[src/rtl/ahb_mtx_pkg.sv]
// rtl/ahb_mtx_pkg.sv - AHB encodings, burst length helper and arbitration mode constants
package ahb_mtx_pkg;

  localparam logic [1:0] HTRANS_IDLE   = 2'b00;
  localparam logic [1:0] HTRANS_BUSY   = 2'b01;
  localparam logic [1:0] HTRANS_NONSEQ = 2'b10;
  localparam logic [1:0] HTRANS_SEQ    = 2'b11;

  localparam logic [2:0] HBURST_SINGLE = 3'd0;
  localparam logic [2:0] HBURST_INCR   = 3'd1;
  localparam logic [2:0] HBURST_WRAP4  = 3'd2;
  localparam logic [2:0] HBURST_INCR4  = 3'd3;
  localparam logic [2:0] HBURST_WRAP8  = 3'd4;
  localparam logic [2:0] HBURST_INCR8  = 3'd5;
  localparam logic [2:0] HBURST_WRAP16 = 3'd6;
  localparam logic [2:0] HBURST_INCR16 = 3'd7;

  localparam int ARB_FIXED = 0;
  localparam int ARB_RR    = 1;

  // Undefined-length INCR counts as one beat; it is held by its own hold term instead.
  function automatic logic [4:0] burst_len(input logic [2:0] hburst);
    case (hburst)
      HBURST_WRAP4, HBURST_INCR4:   burst_len = 5'd4;
      HBURST_WRAP8, HBURST_INCR8:   burst_len = 5'd8;
      HBURST_WRAP16, HBURST_INCR16: burst_len = 5'd16;
      default:                      burst_len = 5'd1;
    endcase
  endfunction

endpackage

[src/rtl/ahb_mtx_rr_pick.sv]
// rtl/ahb_mtx_rr_pick.sv - combinational rotate-priority picker, first request at or after start
module ahb_mtx_rr_pick
  import ahb_mtx_pkg::*;
#(
  parameter int NUM_PORTS = 4,
  parameter int IDX_W     = 2
) (
  input  logic [NUM_PORTS-1:0] eff,
  input  logic [IDX_W-1:0]     start,
  output logic                 valid,
  output logic [IDX_W-1:0]     index
);

  // Scan from the far end so the candidate closest to start is written last.
  always_comb begin
    int j;
    valid = 1'b0;
    index = '0;
    j     = 0;
    for (int k = NUM_PORTS - 1; k >= 0; k--) begin
      j = int'(start) + k;
      if (j >= NUM_PORTS) j = j - NUM_PORTS;
      if (eff[j]) begin
        valid = 1'b1;
        index = IDX_W'(j);
      end
    end
  end

endmodule

[src/rtl/ahb_mtx_arb_param.sv]
// rtl/ahb_mtx_arb_param.sv - N-port output-stage arbiter, fixed or round-robin, burst and lock hold
module ahb_mtx_arb_param
  import ahb_mtx_pkg::*;
#(
  parameter int NUM_PORTS  = 4,
  parameter int PORT_W     = 3,
  parameter int ARB_MODE   = 0,
  parameter int BURST_HOLD = 1
) (
  input  logic                 HCLK,
  input  logic                 HRESET,
  input  logic [NUM_PORTS-1:0] req_port,
  input  logic                 HREADYM,
  input  logic                 HSELM,
  input  logic [1:0]           HTRANSM,
  input  logic [2:0]           HBURSTM,
  input  logic                 HMASTLOCKM,
  output logic [PORT_W-1:0]    addr_in_port,
  output logic                 no_port,
  output logic                 arb_hold
);

  localparam int IW = (NUM_PORTS > 1) ? $clog2(NUM_PORTS) : 1;

  logic [IW-1:0]        grant_q, grant_d, rr_last, rr_d, start, pick_idx;
  logic                 no_port_d, pick_valid;
  logic [4:0]           beat_cnt, len;
  logic [NUM_PORTS-1:0] eff;
  logic                 is_idle, is_busy, is_nonseq, is_seq, burst_hold;

  assign is_idle   = (HTRANSM == HTRANS_IDLE);
  assign is_busy   = (HTRANSM == HTRANS_BUSY);
  assign is_nonseq = (HTRANSM == HTRANS_NONSEQ);
  assign is_seq    = (HTRANSM == HTRANS_SEQ);
  assign len       = burst_len(HBURSTM);

  assign burst_hold = HSELM & ((is_nonseq & (len > 5'd1)) | (is_seq & (beat_cnt > 5'd1)) |
                               is_busy | ((HBURSTM == HBURST_INCR) & ~is_idle));
  assign arb_hold   = HMASTLOCKM | ((BURST_HOLD != 0) & burst_hold);

  // The current owner keeps competing while it still has a live transfer.
  always_comb begin
    for (int i = 0; i < NUM_PORTS; i++)
      eff[i] = req_port[i] | ((grant_q == IW'(i)) & HSELM & ~is_idle & ~no_port);
  end

  assign start = (ARB_MODE == ARB_RR) ? ((rr_last == IW'(NUM_PORTS - 1)) ? '0 : rr_last + IW'(1))
                                      : '0;

  ahb_mtx_rr_pick #(.NUM_PORTS(NUM_PORTS), .IDX_W(IW)) u_pick (
    .eff   (eff),
    .start (start),
    .valid (pick_valid),
    .index (pick_idx)
  );

  always_comb begin
    grant_d   = grant_q;
    no_port_d = no_port;
    rr_d      = rr_last;
    if (arb_hold) begin
      no_port_d = 1'b0;
    end else if (pick_valid) begin
      grant_d   = pick_idx;
      no_port_d = 1'b0;
      if ((ARB_MODE == ARB_RR) && req_port[pick_idx]) rr_d = pick_idx;
    end else begin
      no_port_d = ~HSELM;
    end
  end

  always_ff @(posedge HCLK or posedge HRESET) begin
    if (HRESET) begin
      grant_q  <= '0;
      no_port  <= 1'b1;
      beat_cnt <= '0;
      rr_last  <= IW'(NUM_PORTS - 1);
    end else if (HREADYM) begin
      grant_q <= grant_d;
      no_port <= no_port_d;
      rr_last <= rr_d;
      if (is_idle)                    beat_cnt <= '0;
      else if (HSELM && is_nonseq)    beat_cnt <= len - 5'd1;
      else if (is_seq && beat_cnt != 0) beat_cnt <= beat_cnt - 5'd1;
    end
  end

  assign addr_in_port = PORT_W'(grant_q);

endmodule
[config.mk]
export PLATFORM = sky130hd
export DESIGN_NAME = ahb_mtx_arb_param
export DESIGN_NICKNAME = d
export VERILOG_FILES = /design/src/rtl/ahb_mtx_pkg.sv /design/src/rtl/ahb_mtx_rr_pick.sv /design/src/rtl/ahb_mtx_arb_param.sv
export SDC_FILE = /design/constraint.sdc
export NUM_CORES = 1
export LEC_CHECK = 0
export ABC_AREA = 1
export CAP_MARGIN = 5
export CORE_MARGIN = 2
export CORE_UTILIZATION = 31
export CTS_CLUSTER_SIZE = 40
export DETAILED_ROUTE_END_ITERATION = 16
export PLACE_DENSITY_LB_ADDON = 0.15
export SKIP_LAST_GASP = 1
export SLEW_MARGIN = 15
export SYNTH_ARGS = -nofsm -noshare
export SYNTH_HDL_FRONTEND = slang
export SYNTH_HIERARCHICAL = 1
export SYNTH_SLANG_ARGS = --single-unit
[constraint.sdc]
create_clock -name HCLK -period 3.3 [get_ports HCLK]
set_clock_uncertainty 0.15 [all_clocks]
set_input_delay 0.66 -clock HCLK [delete_from_list [all_inputs] [get_ports HCLK]]
set_output_delay 0.66 -clock HCLK [all_outputs]
set_load 0.02 [all_outputs]
==> reports/metrics.cfg <==
[global_route]
use_met1_pct=19.6
grt_pass1_wl_mm=3.70
grt_pass1_vias=887
met3_usage_pct=4.31
grt_max_degree=11
antenna_found_initial=0
grt_remaining_overflow=0
globalRouteMet2Util_pct=21.8
grt_usage_pct=14.1
top_usage_layer=met2

[place]
dpl_cell_area_mm2=0.00111
gp_congestion=0.845
dp_hpwl_mm=1.70
io_buffers=17

[pwr]
peakVddDrop_v=0.000289
powerDensity_mw_per_mm2=491
power.leakage_nw=0.583

[layout]
fin_nets=188
syn_to_final_growth_pct=29.2
antenna_cells=0
stdcell_area_mm2=0.00114
drive_gt1_share_pct=12.9
fin_util_pct=41.7

[drt]
wl_per_cell_um=10.1
drt-total-wl_mm=2.04
drc_errors=0
vias_per_cell=4.57
drtPass1Iterations=4
first_iter_violations=23
ant_nets=0
vias=919

[setup_path]
criticalPathCategory=primary input to output port
arrival_ps=2290
required_ps=2490
worstSetupStartpointType=primary input
cp-end-kind=output port
r2r_cells=10
worstPathMaxFanout=4

[timing]
hold_violations=0
finalSetupTns_ps=0
fmaxAchievable_ghz=0.323
hold_slack_ps=346
setup_viol=0
rsz0062_at_grt=false
finalMaxSlewViolations=0
layout_min_cycle_time_ps=3100
finalCritPeriodShare_pct=93.9

[floorplanning]
initial_core_util_pct=32.3
io_pins=19
die_h_um=57.4
num_rows=19
die_w_um=57.4
die-area_mm2=0.00329
core-area_mm2=0.00273

[run]
drv_cap=0

[synthesis]
syn_avg_cell_area_um2=6.22
ys_warn_count=6
yosysUniqueCellTypes=31
synth_edf_count=0
synth_top_cell_by_area=dfrtp_1
synth_common_cells=nand2_1, inv_1, nand3_1
syn-cell-area_um2=883
synth.area.top_cells=dfrtp_1, nand2_1, inv_1
yosysSeqAreaShare_pct=22.8
ys.flop_type=dfrtp_1
netlist_instances=142
ys_async_sr_fraction_pct=100
synth_top_cell_area_share_pct=19.8
yosysMostFrequentCell=nand2_1
synth_seq_cells=8

[cts]
post_cts_buffers=0
cts-root-buf=clkbuf_4
cts_inserted_buffers=3
clkTransAtPathRegs_ps=50
clk_latency_ps=270
cts.repair.resized=0
htree_levels=1
hold_buffers=0
cts_tree=done
cts_buffer_depth=2
cts_sinks=8

[min_path]
min_delay_path_depth=2
min_path_type=flop to flop

[run_status]
status=finished clean

==> logic make-up (layout without fill, tap and decap cells) <==
group | count (synthesis) | in the layout | synth area share, %
and+or+nand+nor | 76 | 76 | 39.7
xor gates and xnor gates | 2 | 2 | 1.98
DFF | 8 | 8 | 22.8
AOI/OAI and AO/OA | 21 | 21 | 16.3
buffers and inverters | 31 | 52 | 14.6
other | 1 | 8 | 0.425
adders and majority gates | 3 | 3 | 4.25
==> power by group <==
group	switching (mW)	internal [mW]	total, mW
Combinational	0.182	0.132	0.314
Clock	0.0395	0.0465	0.0860
Sequential	0.0261	0.134	0.160
Total	0.248	0.312	0.560
==> layout by cell type, fill, tap and decap left out, types with 2 or more instances in the layout <==
cell,netlist,layout
o31ai_1,2,2
inv_2,3,3
o21ai_1,2,2
nor2_1,4,4
nand4_1,4,4
conb_1,1,8
clkbuf_4,0,3
nand2_1,44,44
ha_1,3,3
inv_1,25,25
nand3_1,15,15
o21ai_0,7,7
dfrtp_1,7,7
clkdlybuf4s50_1,0,17
o21bai_1,3,3
buf_4,1,2
o21ai_2,2,2
nand2_2,3,3
or2_2,2,2
==> worst max-delay path: stages <==
cell             delay, ps
clkdlybuf4s50_1        500
nand2_1                 60
nor2_1                  90
nand2_1                 50
nand2_1                 50
nand2_1                 90
a21oi_2                190
inv_1                   60
clkdlybuf4s50_1        530
==> sequential cells by signal, indices dropped and copies added (netlist names) <==
register / cells
beat_cnt: 5
grant_q: 2
no_port: 1
==> cell type report <==
type / instances / area [um2]
clock buffers: 4 / 26.3
repair buffers: 19 / 185
multi-input cells: 110 / 579
flip-flops and latches: 8 / 201
fillers: 296 / 1590
inverters: 29 / 110
well taps: 31 / 38.8
==> per-layer routing <==
layer	vias up	part of all wire (%)
met5	-	0
met4	0	0.54
met3	3	5.7
met2	22	41
met1	398	52
li1	496	-
==> metrics by stage <==
| step | setup slack, ps | cells | power (mW) |
|---|---|---|---|
| 2_1_floorplan | 1160 | 149 | 0.390 |
| 3_3_place_gp | 203 | 197 | 0.470 |
| 3_5_place_dp | 219 | 197 | 0.472 |
| 4_1_cts | 204 | 201 | 0.562 |
| 5_1_grt | 9.70 | 201 | 0.628 |
| 6_report | 200 | 201 | 0.560 |
==> worst paths after layout <==
| check | to | slack (ps) | from |
|---|---|---|---|
| setup / recovery | arb_hold | 200 | HTRANSM[1] |
| hold / removal | no_port | 350 | no_port |
| setup reg to reg | grant_q[1] | 1310 | grant_q[0] |
| hold reg to reg | no_port | 350 | no_port |
| max in group asynchronous | no_port | 2220 | HRESET |
| min in group asynchronous | beat_cnt[1] | 480 | HRESET |
Power figures use the tool's default switching activity.
